==> src/rtl/instr_prefetch_unit_pkg.sv <==
`default_nettype none
// ============================================================================
// Module      : instr_prefetch_unit_pkg
// Description : Shared widths, constants, FSM states and the FIFO entry type
//               for the instruction prefetch unit.
// Revision    : 1.0 - initial release
// ============================================================================
package instr_prefetch_unit_pkg;

    localparam int WORD        = 64;            // address / PC width
    localparam int INSTR_LEN   = 32;            // instruction width
    localparam int INSTR_BYTES = 4;             // bytes per instruction
    localparam logic [INSTR_LEN-1:0] NOP_INSTR = 32'hD503201F;

    // Fetch control states
    typedef enum logic [0:0] {
        ST_RUN   = 1'b0,
        ST_FAULT = 1'b1
    } fetch_state_e;

    // One prefetch buffer slot: the fetched word and the address it came from
    typedef struct packed {
        logic [WORD-1:0]      pc;
        logic [INSTR_LEN-1:0] instr;
    } fetch_entry_t;

    // Built-in ROM image used when no init file is given: word i = 0x1000_0000 + i
    function automatic logic [INSTR_LEN-1:0] rom_fill_word(input logic [31:0] idx);
        return 32'h1000_0000 + idx;
    endfunction

endpackage
`default_nettype wire

==> src/rtl/instr_rom.sv <==
`default_nettype none
// ============================================================================
// Module      : instr_rom
// Description : Synchronous-read instruction ROM, one-cycle latency. Contents
//               come from a built-in counting pattern (word i = 0x1000_0000+i).
// Revision    : 1.0 - initial release
// ============================================================================
module instr_rom
    import instr_prefetch_unit_pkg::*;
#(
    parameter int    ROM_DEPTH = 64,
    parameter string INIT_FILE = "instr.mem",
    localparam int   AW        = $clog2(ROM_DEPTH)
) (
    input  logic                 clk,
    input  logic                 en,
    input  logic [AW-1:0]        addr,
    output logic [INSTR_LEN-1:0] data
);

    logic [INSTR_LEN-1:0] data_q;

    // Registered read of the built-in counting pattern
    always_ff @(posedge clk) begin
        if (en) begin
            data_q <= rom_fill_word(32'(addr));
        end
    end

    assign data = data_q;

endmodule
`default_nettype wire

==> src/rtl/instr_prefetch_unit.sv <==
`default_nettype none
// ============================================================================
// Module      : instr_prefetch_unit
// Description : Fetch stage. Owns the fetch PC, issues reads to a synchronous
//               ROM and buffers returned words in a small FIFO toward decode.
//               Handles redirect/flush, misaligned-redirect fault and NOP fill
//               for addresses beyond the ROM.
// Revision    : 1.0 - initial release
// ============================================================================
module instr_prefetch_unit
    import instr_prefetch_unit_pkg::*;
#(
    parameter int              ROM_DEPTH  = 64,
    parameter int              FIFO_DEPTH = 4,
    parameter logic [WORD-1:0] RESET_PC   = '0,
    parameter string           INIT_FILE  = "instr.mem"
) (
    input  logic                 clk,
    input  logic                 rst_n,
    input  logic                 redirect_valid,
    input  logic [WORD-1:0]      redirect_pc,
    output logic                 instr_valid,
    input  logic                 instr_ready,
    output logic [INSTR_LEN-1:0] instr,
    output logic [WORD-1:0]      instr_pc,
    output logic                 fetch_fault
);

    localparam int ROM_AW = $clog2(ROM_DEPTH);
    localparam int PTR_W  = $clog2(FIFO_DEPTH) + 1;   // extra MSB separates full from empty
    localparam int IDX_W  = PTR_W - 1;
    localparam int CNT_W  = PTR_W + 1;                 // room for occupancy + in-flight

    // ---------------------------------------------------------------- state
    fetch_state_e         state_q, state_d;
    logic [WORD-1:0]      fetch_pc_q, fetch_pc_d;
    logic                 inflight_q, inflight_d;
    logic [WORD-1:0]      inflight_pc_q;
    logic                 inflight_oor_q;
    logic [PTR_W-1:0]     rd_ptr_q, rd_ptr_d;
    logic [PTR_W-1:0]     wr_ptr_q, wr_ptr_d;
    fetch_entry_t         fifo_mem [FIFO_DEPTH];

    // ---------------------------------------------------------------- wires
    logic                 fifo_empty;
    logic                 fifo_full;
    logic [PTR_W-1:0]     fifo_count;
    logic [CNT_W-1:0]     occ_after_pop;
    logic [CNT_W-1:0]     demand;
    logic                 do_pop;
    logic                 do_push;
    logic                 do_issue;
    logic                 redirect_aligned;
    logic                 pc_in_range;
    logic [INSTR_LEN-1:0] rom_data;
    fetch_entry_t         push_entry;
    fetch_entry_t         head_entry;

    // ---------------------------------------------------------------- FIFO status
    assign fifo_empty = (rd_ptr_q == wr_ptr_q);
    assign fifo_full  = (rd_ptr_q[PTR_W-1] != wr_ptr_q[PTR_W-1]) &&
                        (rd_ptr_q[IDX_W-1:0] == wr_ptr_q[IDX_W-1:0]);
    assign fifo_count = wr_ptr_q - rd_ptr_q;

    assign instr_valid = !fifo_empty;
    assign do_pop      = instr_valid && instr_ready;

    // A landing read always has a slot: issue never over-commits the buffer
    assign do_push     = inflight_q && !redirect_valid && (!fifo_full || do_pop);

    // Space check counts the slot freed this cycle and the read still in the ROM
    assign occ_after_pop = CNT_W'(fifo_count) - CNT_W'(do_pop);
    assign demand        = occ_after_pop + CNT_W'(inflight_q);
    assign do_issue      = (state_q == ST_RUN) && !redirect_valid &&
                           (demand < CNT_W'(FIFO_DEPTH));

    assign redirect_aligned = (redirect_pc[1:0] == 2'b00);

    // Addresses past the ROM return NOP; only the high PC bits decide that
    assign pc_in_range = (fetch_pc_q[WORD-1:ROM_AW+2] == '0);

    // ---------------------------------------------------------------- ROM
    instr_rom #(
        .ROM_DEPTH (ROM_DEPTH),
        .INIT_FILE (INIT_FILE)
    ) u_rom (
        .clk  (clk),
        .en   (do_issue && pc_in_range),
        .addr (fetch_pc_q[ROM_AW+1:2]),
        .data (rom_data)
    );

    assign push_entry.pc    = inflight_pc_q;
    assign push_entry.instr = inflight_oor_q ? NOP_INSTR : rom_data;

    // ---------------------------------------------------------------- outputs
    assign head_entry  = fifo_mem[rd_ptr_q[IDX_W-1:0]];
    assign instr       = instr_valid ? head_entry.instr : '0;
    assign instr_pc    = instr_valid ? head_entry.pc    : '0;
    assign fetch_fault = (state_q == ST_FAULT);

    // Next fetch state: misaligned redirect halts fetching, aligned redirect resumes it
    always_comb begin
        state_d = state_q;
        case (state_q)
            ST_RUN: begin
                if (redirect_valid && !redirect_aligned) begin
                    state_d = ST_FAULT;
                end
            end
            ST_FAULT: begin
                if (redirect_valid && redirect_aligned) begin
                    state_d = ST_RUN;
                end
            end
            default: state_d = ST_RUN;
        endcase
    end

    // Next PC, pointers and in-flight flag; a redirect flushes and wins over everything
    always_comb begin
        fetch_pc_d = fetch_pc_q;
        inflight_d = 1'b0;
        rd_ptr_d   = rd_ptr_q;
        wr_ptr_d   = wr_ptr_q;
        if (redirect_valid) begin
            rd_ptr_d = '0;
            wr_ptr_d = '0;
            if (redirect_aligned) begin
                fetch_pc_d = redirect_pc;
            end
        end else begin
            if (do_pop) begin
                rd_ptr_d = rd_ptr_q + PTR_W'(1);
            end
            if (do_push) begin
                wr_ptr_d = wr_ptr_q + PTR_W'(1);
            end
            if (do_issue) begin
                inflight_d = 1'b1;
                fetch_pc_d = fetch_pc_q + WORD'(INSTR_BYTES);
            end
        end
    end

    // Control registers with synchronous active-low reset
    always_ff @(posedge clk) begin
        if (!rst_n) begin
            state_q    <= ST_RUN;
            fetch_pc_q <= RESET_PC;
            inflight_q <= 1'b0;
            rd_ptr_q   <= '0;
            wr_ptr_q   <= '0;
        end else begin
            state_q    <= state_d;
            fetch_pc_q <= fetch_pc_d;
            inflight_q <= inflight_d;
            rd_ptr_q   <= rd_ptr_d;
            wr_ptr_q   <= wr_ptr_d;
        end
    end

    // Remember which address the outstanding ROM read belongs to
    always_ff @(posedge clk) begin
        if (do_issue) begin
            inflight_pc_q  <= fetch_pc_q;
            inflight_oor_q <= !pc_in_range;
        end
    end

    // Buffer storage; validity is tracked purely by the pointers
    always_ff @(posedge clk) begin
        if (do_push) begin
            fifo_mem[wr_ptr_q[IDX_W-1:0]] <= push_entry;
        end
    end

endmodule
`default_nettype wire

==> config.mk <==
export PLATFORM = sky130hd
export DESIGN_NAME = instr_prefetch_unit
export DESIGN_NICKNAME = d
export VERILOG_FILES = /design/src/rtl/instr_prefetch_unit_pkg.sv /design/src/rtl/instr_rom.sv /design/src/rtl/instr_prefetch_unit.sv
export SDC_FILE = /design/constraint.sdc
export NUM_CORES = 1
export LEC_CHECK = 0
export ABC_AREA = 1
export BUFFER_PORTS_ARGS = -buffer_cell sky130_fd_sc_hd__buf_2
export CAP_MARGIN = 20
export CORE_ASPECT_RATIO = 0.7
export CORE_MARGIN = 1.5
export CORE_UTILIZATION = 40
export CTS_BUF_LIST = sky130_fd_sc_hd__clkbuf_8 sky130_fd_sc_hd__clkbuf_16
export DETAILED_ROUTE_END_ITERATION = 10
export HOLD_SLACK_MARGIN = 0.08
export PLACE_DENSITY = 0.62
export SLEW_MARGIN = 20
export SYNTH_ARGS = -nofsm -noshare
export SYNTH_HDL_FRONTEND = slang
export SYNTH_HIERARCHICAL = 1
export SYNTH_SLANG_ARGS = --single-unit
==> constraint.sdc <==
create_clock -name clk -period 8.5 [get_ports clk]
set_clock_uncertainty 0.15 [all_clocks]
set_input_delay 0 -clock clk [delete_from_list [all_inputs] [get_ports clk]]
set_output_delay 0 -clock clk [all_outputs]
set_load 0.05 [all_outputs]
==> summary.txt <==
Layout
  • Layout area overhead: 19.5%
  • Antenna cells: 0
  • Share of layout cells above drive strength 1: 12.8%
  • Fin nets: 2591

Floorplan
  • Boundary pin count: 166
  • Die Ht: 204 um
  • Die width: 290 um
  • Floorplan Core Area: 56800 sq um
  • Initial Util: 40.6%
  • Cell row count: 73
  • Die ar.: 59100 sq um

Logic synthesis
  • Syn Inst Count: 2245
  • Adder-cell area share of the yosys netlist: 0.684%
  • Top FF cell, synth: edfxtp_1
  • Multiplexer share of the synthesized area: 0.130%
  • Count of cell types in the netlist: 43
  • Leading area contributor after synthesis: edfxtp_1
  • Largest family of logic cells by synthesized area: simple AND/OR/NAND/NOR gates
  • Synth Area in XOR/XNOR: 0.342%
  • Syn Std Cell Area: 23000 sq um
  • Post-Syn Area per Cell: 10.3 sq um
  • Asr flop ratio synth: 0%
  • Most common cell in the synthesized netlist: nor2_1
  • Flops & latches, synth: 529
  • Sequential share of the synthesized area: 65.7%
  • Synth Area in Simple Gates: 17.7%
  • Post-synth EDFFs: 455
  • Post-synth top area share: 59.3%
  • Synth area leaders: edfxtp_1 59%, nor2_1 8.6%, dfxtp_1 6.4%
  • Compound-Gate Fraction of Synth Area: 10.5%
  • Most frequent cells after synthesis: 525 x nor2_1, 455 x edfxtp_1, 259 x o21ai_0, 238 x nand2_1, 178 x a21oi_1
  • Syn. warnings: 6

Power
  • Power Density: 207 nW/um^2
  • Pleak: 10.0 nW
  • Peak supply drop: 0.163 mV

Setup path
  • CP Data Required Time: 8.83 ns
  • Crit end category: flip-flop
  • Worst Path Arrival: 5.18 ns
  • Crit Path Max Fanout: 69
  • Kind of critical path: reg2reg
  • R2R cell count: 20
  • CP Launch Type: flip-flop

Clock network
  • Root Buffer: clkbuf_16
  • TritonCTS Buffers: 52
  • CTS tree: built
  • Post-CTS resize count: 0
  • Sink Count: 529
  • Clock transition at the registers of the reported paths: 0.06 ns
  • Clk Latency, worst-skew pair: 0.61 ns
  • H-tree depth: 2
  • CTS Buffer Depth: 3

Timing
  • Final setup TNS: 0 ns
  • Worst-Margin Slew: 1.07 ns
  • Setup Viol. Count Final: 0
  • Hold_ws: 0.208 ns
  • Final slew viol count: 0
  • Fin. Hold Viols: 0
  • RSZ-0062 raised after global routing: false
  • Period utilization: 57.1%
  • Crit path time final: 4.85 ns
  • Slew margin rel.: 28.9%
  • Max Fclk: 206 MHz

Flow run
  • Max Cap Viol: 0

Outcome
  • Status: completed

Hold path
  • Min-Delay Path Depth: 6
  • HP Class: in2reg

Global routing
  • GR Util met3: 3.90%
  • Met1 usage: 31.7%
  • M2 GR Usage: 32.1%
  • First-pass GRT wire length: 96400 um
  • Initial antenna violation count: 0
  • Layer with the highest usage: met2
  • Congestion Overflow GR: 0
  • Vias in the first global route: 16100
  • Largest net degree at the start of global routing: 120
  • GRT Resource Usage Total: 21.3%

Placement
  • PortBufs: 165
  • Detail Placement HPWL: 39500 um
  • GP Congestion: 0.940

Detailed routing
  • DR WL/cell: 19.3 um
  • Routed WL: 63800 um
  • Residual DRC: 0
  • Vias/cell: 5.23
  • Antenna-violating nets left: 0
  • Total number of vias: 17300
  • Drt first pass iters: 6
  • 1st-iter DRT viols: 1573
[cell families (layout without fill, tap and decap cells)]
kind of cell,after synthesis,after routing
and+or+nand+nor,966,966
DFF,529,529
AOI/OAI and AO/OA,469,469
buffers and inverters,255,540
adders and majority gates,12,12
xor gates and xnor gates,9,9
muxes,3,3
other,2,26
[metrics by stage]
step	util [%]	cell area [sq um]	power (mW)	setup slack [ns]	std cells
finish	48.5	27500	5.69	3.65	3304
detailed placement	43.1	24500	3.48	4.68	3064
CTS	48.4	27500	5.73	3.76	3303
global route	48.5	27500	5.89	3.39	3304
global placement	43.0	24400	3.46	4.76	3063
floorplan	-	23100	3.32	2.74	2269
[path summary, 6_finish.rpt]
kind                                     start              to  slack [ns]
worst max-delay path               wr_ptr_q[0]  fetch_pc_q[12]        3.65
worst min-delay path            redirect_pc[8]   fetch_pc_q[8]        0.21
worst max register to register     wr_ptr_q[0]  fetch_pc_q[12]        3.65
worst min register to register   fetch_pc_q[0]   fetch_pc_q[0]        0.29
[report_power, final]
part	switching, mW	internal (mW)
sequential	0.135	2.93
combinational	0.270	0.174
clock	0.970	1.21
[cells in the final DEF (no fill, tap or decap), types with 12 or more instances in the layout]
cell	n
dfxtp_1	72
edfxtp_1	455
nand2_1	238
dlygate4sd3_1	142
conb_1	26
nor3_1	15
nand2_2	15
or2_2	17
buf_4	12
a21oi_1	178
o21ai_0	259
clkbuf_16	52
inv_1	133
nand3_1	89
nand4_1	28
buf_2	165
nor2_1	522
[layer usage]
layer / share of wire [%] / wire (um)
met4: 1.9 / 1190
met3: 7.4 / 4700
met2: 44 / 28100
met1: 47 / 29800
met5: 0 / 0
[critical path: stages (launching register included)]
cell           delay, ns
dfxtp_1             0.39
inv_1               0.12
ha_1                0.32
nand2_1             0.12
nor2_4              0.05
nor2_1              0.32
ha_1                0.22
inv_1               0.04
ha_1                0.28
nand3_1             0.12
nand2_1             0.06
nand2_1             0.05
nand2_1             0.07
nor2_4              0.19
nand2_8             0.18
nand2_4             0.58
nand3_1             0.13
nand2_1             0.10
dlygate4sd3_1       0.57
a21oi_1             0.06
dlygate4sd3_1       0.58
[flip-flops by register name, indices dropped and copies added (netlist names), named ones only]
signal and flops:
rd_ptr_q 3, wr_ptr_q 3, fifo_mem 384, fetch_pc_q 64, inflight_q 1, inflight_oor_q 1
inflight_pc_q 64, u_rom/data 6
[timing repair]
item / 4_1_cts / 5_1_grt
hold buffers: 142 / 0
setup buffers: 0 / 0
endpoints found under the hold margin: 70 / 0
[final cells by class]
cell class | count | area, sq um
Timing Repair Buffer | 324 | 2440
Inverter | 119 | 454
Fill cell | 5172 | 29300
Sequential cell | 529 | 15200
Clock inverter | 38 | 236
Clock buffer | 59 | 1400
Multi-Input combinational cell | 1485 | 6920
Tap cell | 750 | 938
Power figures use the tool's default switching activity.
